===== config.mk =====
export PLATFORM = sky130hd
export DESIGN_NAME = linear_layer_srl_fifo_af
export DESIGN_NICKNAME = d
export VERILOG_FILES = /design/src/rtl/linear_layer_srl_fifo_af.sv
export SDC_FILE = /design/constraint.sdc
export NUM_CORES = 1
export LEC_CHECK = 0
export CORE_ASPECT_RATIO = 0.8
export CORE_MARGIN = 5
export CORE_UTILIZATION = 50
export DETAILED_ROUTE_END_ITERATION = 8
export PLACE_DENSITY = 0.65
export SYNTH_ARGS = -nofsm -noshare
export SYNTH_HDL_FRONTEND = slang
export SYNTH_SLANG_ARGS = --single-unit

===== constraint.sdc =====
create_clock -name clk -period 38.7 [get_ports clk]
set_input_delay 11.61 -clock clk [delete_from_list [all_inputs] [get_ports clk]]
set_output_delay 11.61 -clock clk [all_outputs]
set_load 0.02 [all_outputs]

===== src/rtl/linear_layer_srl_fifo_af.sv =====
// Shift-register FIFO with registered count/flags, almost-full warning and sticky error flags.
// Data is visible 1 cycle after the write; writes are dropped while full and reads ignored while empty.
module linear_layer_srl_fifo_af #(
   parameter int DATA_WIDTH = 32,
   parameter int ADDR_WIDTH = 5,
   parameter int DEPTH      = 32,
   parameter int AF_LEVEL   = 28
) (
   input  logic                  clk,
   input  logic                  reset,
   input  logic                  if_write_ce,
   input  logic                  if_write,
   input  logic [DATA_WIDTH-1:0] if_din,
   output logic                  if_full_n,
   output logic                  if_almost_full_n,
   input  logic                  if_read_ce,
   input  logic                  if_read,
   output logic [DATA_WIDTH-1:0] if_dout,
   output logic                  if_empty_n,
   output logic [ADDR_WIDTH:0]   count,
   output logic                  overflow,
   output logic                  underflow
);

   localparam logic [ADDR_WIDTH:0] DEPTH_C = (ADDR_WIDTH+1)'(DEPTH);
   localparam logic [ADDR_WIDTH:0] AF_C    = (ADDR_WIDTH+1)'(AF_LEVEL);

   logic [DATA_WIDTH-1:0] srl [DEPTH];
   logic [ADDR_WIDTH-1:0] addr;
   logic [ADDR_WIDTH-1:0] addr_next;
   logic [ADDR_WIDTH:0]   count_next;
   logic                  wr_req;
   logic                  rd_req;
   logic                  wr_acc;
   logic                  rd_acc;

   assign wr_req = if_write & if_write_ce;
   assign rd_req = if_read & if_read_ce;
   assign wr_acc = wr_req & if_full_n;
   assign rd_acc = rd_req & if_empty_n;

   // Newest entry sits at srl[0]; addr points at the oldest one.
   assign if_dout = srl[addr];

   always_ff @(posedge clk) begin
      if (wr_acc) begin
         for (int i = DEPTH-1; i > 0; i--) begin
            srl[i] <= srl[i-1];
         end
         srl[0] <= if_din;
      end
   end

   always_comb begin
      count_next = count;
      addr_next  = addr;
      case ({wr_acc, rd_acc})
         2'b10: begin
            count_next = count + 1'b1;
            if (count != '0) addr_next = addr + 1'b1;
         end
         2'b01: begin
            count_next = count - 1'b1;
            if (count != (ADDR_WIDTH+1)'(1)) addr_next = addr - 1'b1;
         end
         default: ;
      endcase
   end

   always_ff @(posedge clk) begin
      if (reset) begin
         count            <= '0;
         addr             <= '0;
         if_full_n        <= 1'b1;
         if_almost_full_n <= 1'b1;
         if_empty_n       <= 1'b0;
         overflow         <= 1'b0;
         underflow        <= 1'b0;
      end else begin
         count            <= count_next;
         addr             <= addr_next;
         if_full_n        <= (count_next != DEPTH_C);
         if_empty_n       <= (count_next != '0);
         if_almost_full_n <= (count_next < AF_C);
         if (wr_req && !if_full_n) overflow <= 1'b1;
         if (rd_req && !if_empty_n) underflow <= 1'b1;
      end
   end

endmodule


* Word-level counts from Yosys, hierarchy flattened *
Memories as Yosys holds them, arrays and structs flattened. A register that Yosys moved wholly into a read port is not among the register bits.
Index checks and enable logic that the tools add are counted.

word-level totals
  flip-flop bits (word level) = 16
  bits in writable memories = 1024
  bits of input ports = 38
  output and inout bits = 43
  memories = 1

memory list
  name  words  bits a word  read ports  clocked after Yosys merged registers in  wr ports  line  RTL
  srl   32     32           32          1                                        32        28    logic [DATA_WIDTH-1:0] srl [DEPTH];

operators by class
  add/sub/neg operators = 4
  magnitude comparators = 1
  equality and inequality tests = 6
  mux-type cells = 8
  bitwise logic cells = 4
  reduce and logical (&&, ||, !) cells = 8

operators by type and width
  operator                                                                 count
  5-bit two-way mux                                                        4
  6-bit case mux with 2 select lines                                       1
  6-bit nonzero test                                                       2
  5-bit case mux with 2 select lines                                       1
  6-bit by 1-bit adder with 6-bit output, second input constant            1
  6-bit by 5-bit < comparator with 1-bit output, second input constant     1
  6-bit by 1-bit inequality test with 1-bit output, second input constant  1
  6-bit inequality test, second input constant                             1
  6-bit by 1-bit subtractor with 6-bit output, second input constant       1
  5-bit by 1-bit adder with 5-bit output, second input constant            1
  5-bit by 1-bit subtractor with 5-bit output, second input constant       1
  1-bit bitwise AND                                                        4
  2-bit inequality test, second input constant                             2
  3-bit AND reduction                                                      1
  2-bit by 1-bit equality test with 1-bit output, second input constant    1
  2-bit equality test, second input constant                               1
  1-bit logical AND                                                        2
  1-bit logical NOT                                                        2
  1-bit two-way mux                                                        2
  2-bit nonzero test                                                       1

* Depth between registers and ports, before layout *
  word-level depth = 7
  depth in mapped cells = 10

* Worst setup path after synthesis *
No wires, ideal clock.

  kind = input to register
  start = input if_write
  end = register (tool-made name)
  setup time = 0.124 ns
  data arrival time = 34.634 ns
  required time = 38.576 ns
  setup slack = 3.942 ns
  stages = 9
  cell sequence = nand3_1 -> inv_1 -> ha_1 -> clkbuf_1 -> a22oi_1 -> nor3_1 -> nor2_1 -> and3b_1 -> mux2_2

RTL lines
  what             line  RTL
  start, declared  12    input logic if_write,

==> impl_metrics.json <==
{
  "post-route-drc-count": 0,
  "timing.hold.ws_ps": 439,
  "synthTopCellsByArea": "sky130_fd_sc_hd__edfxtp_1 77%, sky130_fd_sc_hd__mux4_2 18%, sky130_fd_sc_hd__dfxtp_1 1.1%",
  "report.final.hold_viol_count": 0,
  "critPathKind": "flop to primary output",
  "nFillCells": 5533,
  "antenna_found_initial": 0,
  "area_share_of_the_leading_cell_type_in_the_synthesized_netlist": 0.772,
  "floorplan_die_width_um": 326,
  "asyncSetResetFlopFracSynth": 0,
  "number_of_enable_flip_flop_cells_after_synthesis": 1024,
  "maxSlewViolCount": 0,
  "cts_repair_resize_count": 0,
  "share_of_cells_above_drive_strength_1": 0.284,
  "endpoint_type_of_the_worst_setup_path": "primary output",
  "grt_pass1_wl_um": 104000,
  "antennaDiodeCount": 0,
  "setup_tns_ps": 0,
  "path_clk_slew_ps": 60,
  "setup_repair_after_global_routing_missed_its_margin": "false",
  "floorplan.die_area_mm2": 0.0854,
  "worstPathBufferInverterCount": 3,
  "summed_instance_area_of_the_synthesized_netlist_mm2": 0.0398,
  "clock_skew_ps": 19.2,
  "syn_to_final_growth_pct": 12.9,
  "route.vias.total": 16681,
  "synth-main-ff-cell": "sky130_fd_sc_hd__edfxtp_1",
  "cts_tree": "done",
  "post-route-util": 0.570,
  "slowest_cell_on_the_critical_path": "sky130_fd_sc_hd__dfxtp_4",
  "yosys.area_share.xor_xnor": 0.000880,
  "min-delay-path-class": "flop to flop",
  "worst_pin_slew_ps": 1200,
  "synthesis.instances": 1582,
  "synth_mux_area_frac": 0.191,
  "crit_chain": "buf_12 -> buf_4 -> mux4_2 -> mux4_2 -> mux2_2 -> clkdlybuf4s50_1",
  "timing.fmax_mhz": 59.3,
  "yosys.area_share.simple": 0.00594,
  "routedWlPerCell_um": 23.6,
  "detail_route.vias_per_cell": 5.94,
  "post_cts_buffers": 0,
  "max_cap_viol_count": 0,
  "nNetsFinal": 1748,
  "timing.slew.headroom": 0.197,
  "weighted_congestion_at_the_end_of_routability_driven_global_placement": 0.743,
  "buffer_ports.inserted": 80,
  "ioPinCount": 81,
  "power.density_cell_area_mw_per_mm2": 55.0,
  "worst_slack_at_placement_ps": 22240,
  "synthAdderAreaFrac": 0.00333,
  "number_of_global_route_vias_before_repair": 17212,
  "synth_compound_area_frac": 0.00430,
  "post_synth_most_frequent_cells": "1024 x sky130_fd_sc_hd__edfxtp_1, 320 x sky130_fd_sc_hd__mux4_2, 35 x sky130_fd_sc_hd__clkbuf_1, 34 x sky130_fd_sc_hd__mux2_2, 21 x sky130_fd_sc_hd__dfxtp_1",
  "starting_density_of_the_core": 0.505,
  "post_synth_num_cell_types": 36,
  "power_leakage_nw": 13.8,
  "largest_net_degree_at_the_start_of_global_routing": 214,
  "route.final.wire_length_um": 66400,
  "worst_r2r_startpoint": "if_full_n$_SDFF_PP1_",
  "number_of_detailed_route_iterations_in_the_first_pass": 6,
  "cts_made_buffers": 101,
  "fin_ws_ps": 21840,
  "syn-num-nets": 1630,
  "synth-warning-count": 0,
  "postRouteAntennaNets": 0,
  "timing.critical_path.required_ps": 27090,
  "place.detailed.hpwl_um": 34300,
  "worstPathArrival_ps": 5250,
  "timing.critical_path.mode_cell": "sky130_fd_sc_hd__mux4_2",
  "synth.most_common_cell": "sky130_fd_sc_hd__edfxtp_1",
  "timing.final.crit_period_ps": 16860,
  "synth_top_family_by_area": "multiplexers",
  "worst_path_dominant_cell_family": "buffers and inverters",
  "max_stage_delay_ps": 960,
  "gr-usage-all-layers": 0.154,
  "critical_path.startpoint_type": "flop",
  "fp.dieH_um": 262,
  "tritoncts_num_sinks": 1045,
  "worst_case_vdd_ir_drop_mv": 0.0331,
  "root_cell_of_the_clock_tree": "sky130_fd_sc_hd__clkbuf_16",
  "cts.hold.buffers_added": 0,
  "timing.critical_path.fanout_max": 123,
  "global_route.overflow_total": 0,
  "synth.ff_latch_count": 1045,
  "site_row_count": 92,
  "core_area_mm2": 0.0789,
  "seq_area_frac_synth": 0.783,
  "setup_viol": 0,
  "synth.largest_area_cell": "sky130_fd_sc_hd__edfxtp_1",
  "synth.avg_cell_area_um2": 25.2,
  "cts_htree_levels": 3,
  "drt-initial-drc-count": 1631,
  "clk_latency_ps": 660,
  "timing.final.crit_share": 0.436,
  "ctsLongestPathBuffers": 3,
  "holdCritStartpoint": "srl[14][11]$_DFFE_PP_",
  "run_status": "finished clean"
}
metal layers:
| layer | global-route usage | vias to the layer above | wire length [um] |
|---|---|---|---|
| li1 | - | 7113 | - |
| met1 | 0.243 | 9064 | 32100 |
| met2 | 0.221 | 391 | 29700 |
| met3 | 0.0327 | 113 | 3240 |
| met4 | 0.0407 | 0 | 1410 |
| met5 | 0 | - | 0 |
path summary, 6_finish.rpt:
path	endpoint	slack [ps]	cells past startpoint
setup / recovery	if_dout[26]	21840	6
hold / removal	srl[15][11]$_DFFE_PP_	440	0
setup reg to reg	srl[16][10]$_DFFE_PP_	34080	5
hold reg to reg	srl[15][11]$_DFFE_PP_	440	0
where the power goes:
part	total [mW]	switching, mW	internal (mW)
combinational	0.185	0.0858	0.0996
sequential	1.32	0.0271	1.29
clock	0.967	0.401	0.566
cells in the final DEF (no fill, tap or decap), types with 12 or more instances in the layout:
master,instances
sky130_fd_sc_hd__mux2_2,34
sky130_fd_sc_hd__clkinv_1,25
sky130_fd_sc_hd__inv_1,12
sky130_fd_sc_hd__clkbuf_16,103
sky130_fd_sc_hd__mux4_2,320
sky130_fd_sc_hd__nor2_1,14
sky130_fd_sc_hd__edfxtp_1,1024
sky130_fd_sc_hd__clkbuf_1,25
sky130_fd_sc_hd__clkdlybuf4s50_1,80
sky130_fd_sc_hd__bufinv_16,12
sky130_fd_sc_hd__dfxtp_1,16
logic make-up after synthesis:
| logic type | Yosys count |
|---|---|
| flip-flops | 1045 |
| multiplexers | 357 |
| buffers and inverters | 94 |
| AND/OR/NAND/NOR | 45 |
| AO/OA/AOI/OAI | 27 |
| adder cells (fa/ha/maj) | 10 |
| XOR/XNOR | 4 |
cell type report:
| type | instances | area, um^2 | share of cell area |
|---|---|---|---|
| flip-flops and latches | 1045 | 31200 | 0.694 |
| multi-input cells | 443 | 8200 | 0.182 |
| clock buffers | 128 | 2670 | 0.0594 |
| well taps | 1034 | 1290 | 0.0288 |
| repair buffers | 96 | 983 | 0.0219 |
| clock inverters | 50 | 567 | 0.0126 |
| inverters | 13 | 56.3 | 0.00125 |
stage by stage:
stage	std cells	total power [mW]	area, um^2
after floorplan	1582	1.52	39800
after global placement	2631	1.53	41700
after detailed placement	2631	1.53	41700
after CTS	2809	2.51	45000
after global routing	2809	2.57	45000
final	2809	2.47	45000
flip-flops by register name (all words and copies together), names as in the netlist, named ones only:
register / flops
if_almost_full_n: 1
if_full_n: 1
if_empty_n: 1
addr: 5
underflow: 1
overflow: 1
srl: 1024
count: 6
Power figures use the tool's default switching activity.
